===== src/rtl/score_display.sv =====
`timescale 1ns/1ps
`default_nettype none
// ============================================================================
//  Module      : score_display
//  Description : Binary score to five-digit 7-segment display (double dabble),
//                lives thermometer LEDs and game-over blink.
//  Revision    : 1.0 - initial release
// ============================================================================
module score_display #(
    parameter int SCORE_W     = 16,
    parameter int DIGITS      = 5,
    parameter int BLINK_TICKS = 30
) (
    input  logic               clk,
    input  logic               reset_n,
    input  logic               frame_tick,
    input  logic [SCORE_W-1:0] score,
    input  logic [1:0]         lives,
    input  logic               game_over,
    output logic [6:0]         hex0,
    output logic [6:0]         hex1,
    output logic [6:0]         hex2,
    output logic [6:0]         hex3,
    output logic [6:0]         hex4,
    output logic [2:0]         lives_led,
    output logic               busy
);

    localparam int c_bcd_w = 4 * DIGITS;
    localparam int c_cnt_w = $clog2(SCORE_W + 1);
    localparam int c_blk_w = $clog2(BLINK_TICKS + 1);

    typedef enum logic [1:0] {
        S_IDLE  = 2'd0,
        S_SHIFT = 2'd1,
        S_LOAD  = 2'd2
    } state_t;

    state_t               state_q, state_d;
    logic [SCORE_W-1:0]   shreg_q, shreg_d;
    logic [SCORE_W-1:0]   last_score_q, last_score_d;
    logic [c_bcd_w-1:0]   bcd_q, bcd_d;
    logic [c_bcd_w-1:0]   digits_q, digits_d;
    logic [c_cnt_w-1:0]   cnt_q, cnt_d;
    logic                 busy_q, busy_d;
    logic [2:0]           lives_led_q, lives_led_d;
    logic [c_blk_w-1:0]   blink_cnt_q, blink_cnt_d;
    logic                 blink_hidden_q, blink_hidden_d;
    logic [c_bcd_w-1:0]   w_adj;

    function automatic logic [6:0] seg7(input logic [3:0] d);
        case (d)
            4'd0:    seg7 = 7'b1000000;
            4'd1:    seg7 = 7'b1111001;
            4'd2:    seg7 = 7'b0100100;
            4'd3:    seg7 = 7'b0110000;
            4'd4:    seg7 = 7'b0011001;
            4'd5:    seg7 = 7'b0010010;
            4'd6:    seg7 = 7'b0000010;
            4'd7:    seg7 = 7'b1111000;
            4'd8:    seg7 = 7'b0000000;
            4'd9:    seg7 = 7'b0010000;
            default: seg7 = 7'h7F;
        endcase
    endfunction

    always_ff @(posedge clk or negedge reset_n) begin
        if (!reset_n) begin
            state_q        <= S_IDLE;
            shreg_q        <= '0;
            last_score_q   <= '0;
            bcd_q          <= '0;
            digits_q       <= '0;
            cnt_q          <= '0;
            busy_q         <= 1'b0;
            lives_led_q    <= 3'b000;
            blink_cnt_q    <= '0;
            blink_hidden_q <= 1'b0;
        end else begin
            state_q        <= state_d;
            shreg_q        <= shreg_d;
            last_score_q   <= last_score_d;
            bcd_q          <= bcd_d;
            digits_q       <= digits_d;
            cnt_q          <= cnt_d;
            busy_q         <= busy_d;
            lives_led_q    <= lives_led_d;
            blink_cnt_q    <= blink_cnt_d;
            blink_hidden_q <= blink_hidden_d;
        end
    end

    // Double-dabble correction: any nibble >= 5 would overflow past 9 after the shift
    always_comb begin
        w_adj = bcd_q;
        for (int i = 0; i < DIGITS; i++) begin
            if (bcd_q[4*i +: 4] >= 4'd5) begin
                w_adj[4*i +: 4] = bcd_q[4*i +: 4] + 4'd3;
            end
        end
    end

    always_comb begin
        state_d      = state_q;
        shreg_d      = shreg_q;
        last_score_d = last_score_q;
        bcd_d        = bcd_q;
        digits_d     = digits_q;
        cnt_d        = cnt_q;
        busy_d       = busy_q;
        case (state_q)
            S_IDLE: begin
                if (score != last_score_q) begin
                    shreg_d      = score;
                    last_score_d = score;
                    bcd_d        = '0;
                    cnt_d        = c_cnt_w'(SCORE_W);
                    busy_d       = 1'b1;
                    state_d      = S_SHIFT;
                end
            end
            S_SHIFT: begin
                {bcd_d, shreg_d} = {w_adj[c_bcd_w-2:0], shreg_q, 1'b0};
                cnt_d            = cnt_q - c_cnt_w'(1);
                if (cnt_q == c_cnt_w'(1)) begin
                    state_d = S_LOAD;
                end
            end
            S_LOAD: begin
                digits_d = bcd_q;
                busy_d   = 1'b0;
                state_d  = S_IDLE;
            end
            default: state_d = S_IDLE;
        endcase
    end

    always_comb begin
        case (lives)
            2'd3:    lives_led_d = 3'b111;
            2'd2:    lives_led_d = 3'b011;
            2'd1:    lives_led_d = 3'b001;
            default: lives_led_d = 3'b000;
        endcase
    end

    always_comb begin
        blink_cnt_d    = blink_cnt_q;
        blink_hidden_d = blink_hidden_q;
        if (!game_over) begin
            blink_cnt_d    = '0;
            blink_hidden_d = 1'b0;
        end else if (frame_tick) begin
            if (blink_cnt_q == c_blk_w'(BLINK_TICKS - 1)) begin
                blink_cnt_d    = '0;
                blink_hidden_d = ~blink_hidden_q;
            end else begin
                blink_cnt_d = blink_cnt_q + c_blk_w'(1);
            end
        end
    end

    logic [6:0] w_hex [DIGITS];

    generate
        for (genvar k = 0; k < DIGITS; k++) begin : g_digit
            if (k == 0) begin : g_lsd
                assign w_hex[k] = blink_hidden_q ? 7'h7F : seg7(digits_q[3:0]);
            end else begin : g_upper
                // A digit is a leading zero when it and everything above it is zero
                logic w_lead_zero;
                assign w_lead_zero = (digits_q[c_bcd_w-1:4*k] == '0);
                assign w_hex[k] = (blink_hidden_q || w_lead_zero) ? 7'h7F
                                                                  : seg7(digits_q[4*k +: 4]);
            end
        end
    endgenerate

    assign hex0      = w_hex[0];
    assign hex1      = w_hex[1];
    assign hex2      = w_hex[2];
    assign hex3      = w_hex[3];
    assign hex4      = w_hex[4];
    assign lives_led = lives_led_q;
    assign busy      = busy_q;

endmodule
`default_nettype wire


===== config.mk =====
export PLATFORM = sky130hd
export DESIGN_NAME = score_display
export DESIGN_NICKNAME = d
export VERILOG_FILES = /design/src/rtl/score_display.sv
export SDC_FILE = /design/constraint.sdc
export NUM_CORES = 1
export LEC_CHECK = 0
export CAP_MARGIN = 20
export CORE_ASPECT_RATIO = 1.4
export CORE_UTILIZATION = 61
export DETAILED_ROUTE_END_ITERATION = 12
export GPL_TIMING_DRIVEN = 1
export PLACE_DENSITY_LB_ADDON = 0.08
export SLEW_MARGIN = 5
export SYNTH_ARGS = -nofsm -noshare
export SYNTH_HDL_FRONTEND = slang
export SYNTH_SLANG_ARGS = --single-unit

===== constraint.sdc =====
create_clock -name clk -period 5.5 [get_ports clk]
set_input_delay 1.1 -clock clk [delete_from_list [all_inputs] [get_ports clk]]
set_output_delay 1.1 -clock clk [all_outputs]
set_load 0.05 [all_outputs]

# Word level (Yosys, flattened, before mapping)
# Memory sizes are Yosys's and may differ from the RTL's.
# Index checks and enable logic that the tools add are counted.
# Widths: inputs -> output; s select.
# classes
n_lt_le_gt_ge	5
n_addsub	7
bitwise	1
n_reduce_logical	16
mux	28
n_eq_ne	12
# op_table
cell	count
$pmux 20 s2	1
$mux 7	5
$pmux 16 s2	1
$ge 4x3->1 const B	5
$mux 20	1
$mux 5	4
$add 4x2->4 const B	4
$logic_not 16->1	1
$mux 16	1
$mux 4	4
$ne 16x16->1	1
$logic_not 12->1	1
$pmux 5 s2	1
$reduce_and 2->1	5
$pmux 3 s3	1
$logic_not 8->1	1
$eq 2x2->1 const B	3
$ne 2x2->1 const B	3
$add 5x1->5 const B	1
$eq 5x1->1 const B	1
$eq 5x5->1 const B	1
$sub 5x1->5 const B	1
$eq 2x1->1 const B	2
$logic_not 4->1	1
other kinds (11)	19
# word_totals
rom_bits	560
n_memories	5
inputBits	22
word_cells	84
out_inout_bits	39
register_bits	89
# mem_list
memory	depth	width	rd	rd_clocked_by_memory_dff	write_ports	line	text
(no name shown)	16	7	1	0	0	52	case (d)
(no name shown)	16	7	1	0	0	52	
(no name shown)	16	7	1	0	0	52	
(no name shown)	16	7	1	0	0	52	
(no name shown)	16	7	1	0	0	52	

# Logic depth before layout (Yosys ltp)
# depth
depth_word	4
depth_mapped	8
mapped_depth_nobuf	7

# Worst setup path before layout
# Ideal clock, no wire load.
# synth_timing
kind	flip-flop to output port
from	register digits_q[13]
to	output hex1[6]
path_stages_with_launch	8
t_required_ns	4.400
path_buffers	0
setup_slack_ns	2.400
t_arrival_ns	2.000
cell_sequence	dfrtp_1 > inv_1 > ha_1 > nor4b_1 > nand4_1 > a31oi_1 > nor3_1 > nor2_1
# synth_between
elab_chain_cells	3
# synth_lines
item	line	text
start: declaration	43	logic [c_bcd_w-1:0] digits_q, digits_d;
start signal: assignment	84	digits_q <= digits_d;
$logic_not 16->1	172	assign w_lead_zero = (digits_q[c_bcd_w-1:4*k] == '0);
$logic_or 1x1->1	173	assign w_hex[k] = (blink_hidden_q || w_lead_zero) ? 7'h7F
$mux 7	173	
end: declaration	21	output logic [6:0] hex1,
# No other way between the ends.

# Worst setup path in the final report
# layout_timing
from	register digits_q[9]
to	output hex1[5]
# The elaborated chain is that of the path after synthesis.

==> impl_results.md <==
- Top delay family on crit path: buffers and inverters
- Critical R2R Capture: shreg_q[8]
- First-pass GRT wire length: ~18 mm
- Largest net degree at the start of global routing: 58
- Minimum clock period: 4.17 ns
- DIE AREA: 9060 um^2
- Max H-tree Level: 3
- DP HPWL: between 7 and 8 mm
- Critical path endpoint category: primary output
- Ys async rst share: between 90% and 100%
- Commonest non-fill, non-tap cell in the layout: nand2_1
- Synthesized area per cell: 9.49 um^2
- Die height: between 100 and 150 um
- Status: complete, no violations
- Share of cells above drive strength 1: 10.5%
- Commonest register cell after synthesis: dfrtp_1
- # nets final: around 670
- Core area: 8300 um^2
- Setup crit start: digits_q[9]
- Synth Cell Area: 5290 um^2
- Rel. slew slack: 27.9%
- Critical path's most frequent cell: o31ai_1
- Startpoint types: flip-flop
- TNS Setup: 0 ns
- Final hold viol count: 0
- GRT overflow: 0
- Setup bufs post-CTS: 0
- Number of global-route vias before repair: 3922
- Synth cell types: 42
- Crit path largest cell delay: 0.83 ns
- RSZ-0062 raised after global routing: no
- Required @ worst endpoint: ~4.4 ns
- Commonest non-fill, non-tap cells in the layout: 91 x nand2_1, 89 x dfrtp_1, 59 x clkdlybuf4s50_1
- CP max FO: 6
- Synth Instances: about 560
- Max Fclk: ~240 MHz
- Crit-path slowest cell: clkdlybuf4s50_1
- Setup Crit Path Kind: reg -> out
- Root buf cell: clkbuf_16
- Worst-skew pair later-pin latency: 0.34 ns
- Worst hold-check path type: reg -> reg
- DR iter-0 viols: roughly 230
- Buffers and inverters on the worst path: 2
- Synthesis Warnings: 0
- Reg clk slew, reported paths: 0.06 ns
- Fillcell total: ~620
- Final slew viol count: 0
- Vias: 4016
- # DRC: 0
- Number of synthesized flops with an enable pin: 0
- Clock Skew: a little over 0.006 ns
- Worst Setup EP: hex1[5]
- Seq/Total Area, Yosys: between 40 and 50%
- Area growth from synthesis to layout: 18.2%
- Initial antenna violation count: 0
- Register bit total from synthesis: 89
- Initial core utilization: between 60% and 70%
- Via density per instance: roughly 5.6
- CTS tree: built
- # IOs: between 60 and 70
- Drt pass-1 iters: 6
- Row count: 39
- Placer Congestion: just under 0.8
- Max_cap viols: 0
- # hold bufs at CTS: 0
- Syn Nets: roughly 620
- Least-Margin Pin Slew: around 1.1 ns
- # clock sinks: 89
- Die Wd: between 80 and 90 um
- Max clock buf depth: 2
- Tcrit/Tclk final: between 70% and 80%
- Number of CTS-inserted buffers: 9
- Final setup fails: 0
- Worst Reg-to-Reg Cells: 6
- Ant diodes: 0
- Worst endpoint data arrival time: 3.07 ns
- R2r setup slk: about 3.0 ns
- Critical path depth in cells: 8
- DR WL/cell: about 15 um
- Port buffer count: 60
- Post-DRT Antenna Nets: 0
- PostCTS Resize Cnt: 0
- Total GRT Usage: about a quarter
- Critical-path cell list: inv_1, ha_1, nor3b_1, nand4_1, o31ai_1, nor2_1, o31ai_1, clkdlybuf4s50_1
- Worst hold margin: 0.491 ns
- Drt total wl: ~10 mm
- FF-to-FF Start: last_score_q[10]
layer usage:
metal	share of wire [%]	GRT usage [%]
met5	0	0
met4	1.7	9.17
met3	2.1	3.41
met2	55	46.9
met1	41	30.0
tightest hold or removal path: stages, from the launching register on:
cell and delay [ns]:
dfrtp_1 0.34, nand2_1 0.06, nand2_1 0.06
layout make-up:
| type | instances | area [um^2] | share of cell area, % |
|---|---|---|---|
| sequential | 89 | 2230 | 35.6 |
| multi-input combinational | 411 | 2820 | 45.0 |
| clock buffer | 11 | 243 | 3.88 |
| timing repair buffer | 64 | 628 | 10.0 |
| inverter | 30 | 113 | 1.80 |
| tap | 102 | 128 | 2.04 |
| clock inverter | 5 | 103 | 1.64 |
kinds of logic after synthesis:
kind of cell | Yosys count | share of synthesized area (%)
compound gates | 123 | 13.5
xor+xnor | 30 | 4.96
fa+ha+maj | 39 | 9.22
buf+inv | 58 | 4.75
flops | 89 | 42.1
mux | 45 | 10.3
simple gates | 174 | 15.2
Yosys cell counts, types with 3 or more instances:
| cell | instances | share of area, % |
|---|---|---|
| xnor2_1 | 12 | 2.0 |
| o21bai_1 | 8 | 1.1 |
| a22o_1 | 4 | 0.66 |
| mux2_2 | 30 | 6.4 |
| o22ai_1 | 10 | 1.2 |
| or3_1 | 3 | 0.35 |
| a31oi_1 | 6 | 0.71 |
| nand2b_1 | 11 | 1.3 |
| nand4_1 | 3 | 0.35 |
| nor4_1 | 5 | 0.59 |
| nor4b_1 | 3 | 0.50 |
| nor3b_1 | 6 | 0.85 |
| o21ai_0 | 46 | 4.3 |
| mux2_4 | 11 | 3.1 |
| xor2_1 | 18 | 3.0 |
| a211oi_1 | 4 | 0.57 |
| and2_1 | 6 | 0.71 |
| dfrtp_1 | 89 | 42 |
| inv_1 | 30 | 2.1 |
| nand2_1 | 91 | 6.5 |
| nor2b_1 | 9 | 1.1 |
| nand3_1 | 3 | 0.28 |
| buf_6 | 4 | 0.85 |
| o31ai_1 | 4 | 0.57 |
| mux2i_1 | 4 | 0.76 |
| a21oi_1 | 34 | 3.2 |
| nor3_1 | 4 | 0.38 |
| nor2_1 | 26 | 1.8 |
| ha_1 | 39 | 9.2 |
| clkbuf_1 | 21 | 1.5 |
worst min-delay path by stage:
stage | startpoint | endpoint | slack (ns) | cells past startpoint
global route | busy | busy | 0.50 | 2
CTS | busy | busy | 0.50 | 2
global placement | busy | busy | 0.48 | 2
floorplan | shreg_q[15] | bcd_q[0] | 0.45 | 2
detailed placement | busy | busy | 0.48 | 2
finish | busy | busy | 0.49 | 2
sequential cells by signal (all words and copies together) (netlist names), 2 cells and up:
| register | flops |
|---|---|
| blink_cnt_q | 5 |
| shreg_q | 16 |
| bcd_q | 20 |
| cnt_q | 5 |
| lives_led | 3 |
| last_score_q | 16 |
| state_q | 2 |
| digits_q | 20 |
stage by stage:
stage               util [%]  instances  area [um^2]  worst slack (ns)
CTS                     75.4        712         6260              1.33
global placement        71.3        696         5910              1.72
floorplan                  -        558         5290              2.40
finish                  75.4        712         6260              1.33
global route            75.4        712         6260              1.11
detailed placement      71.3        696         5910              1.71
Power is left out: the tool's default activity adds up to more than one toggle a clock period on the data nets, which glitch-free logic cannot reach.
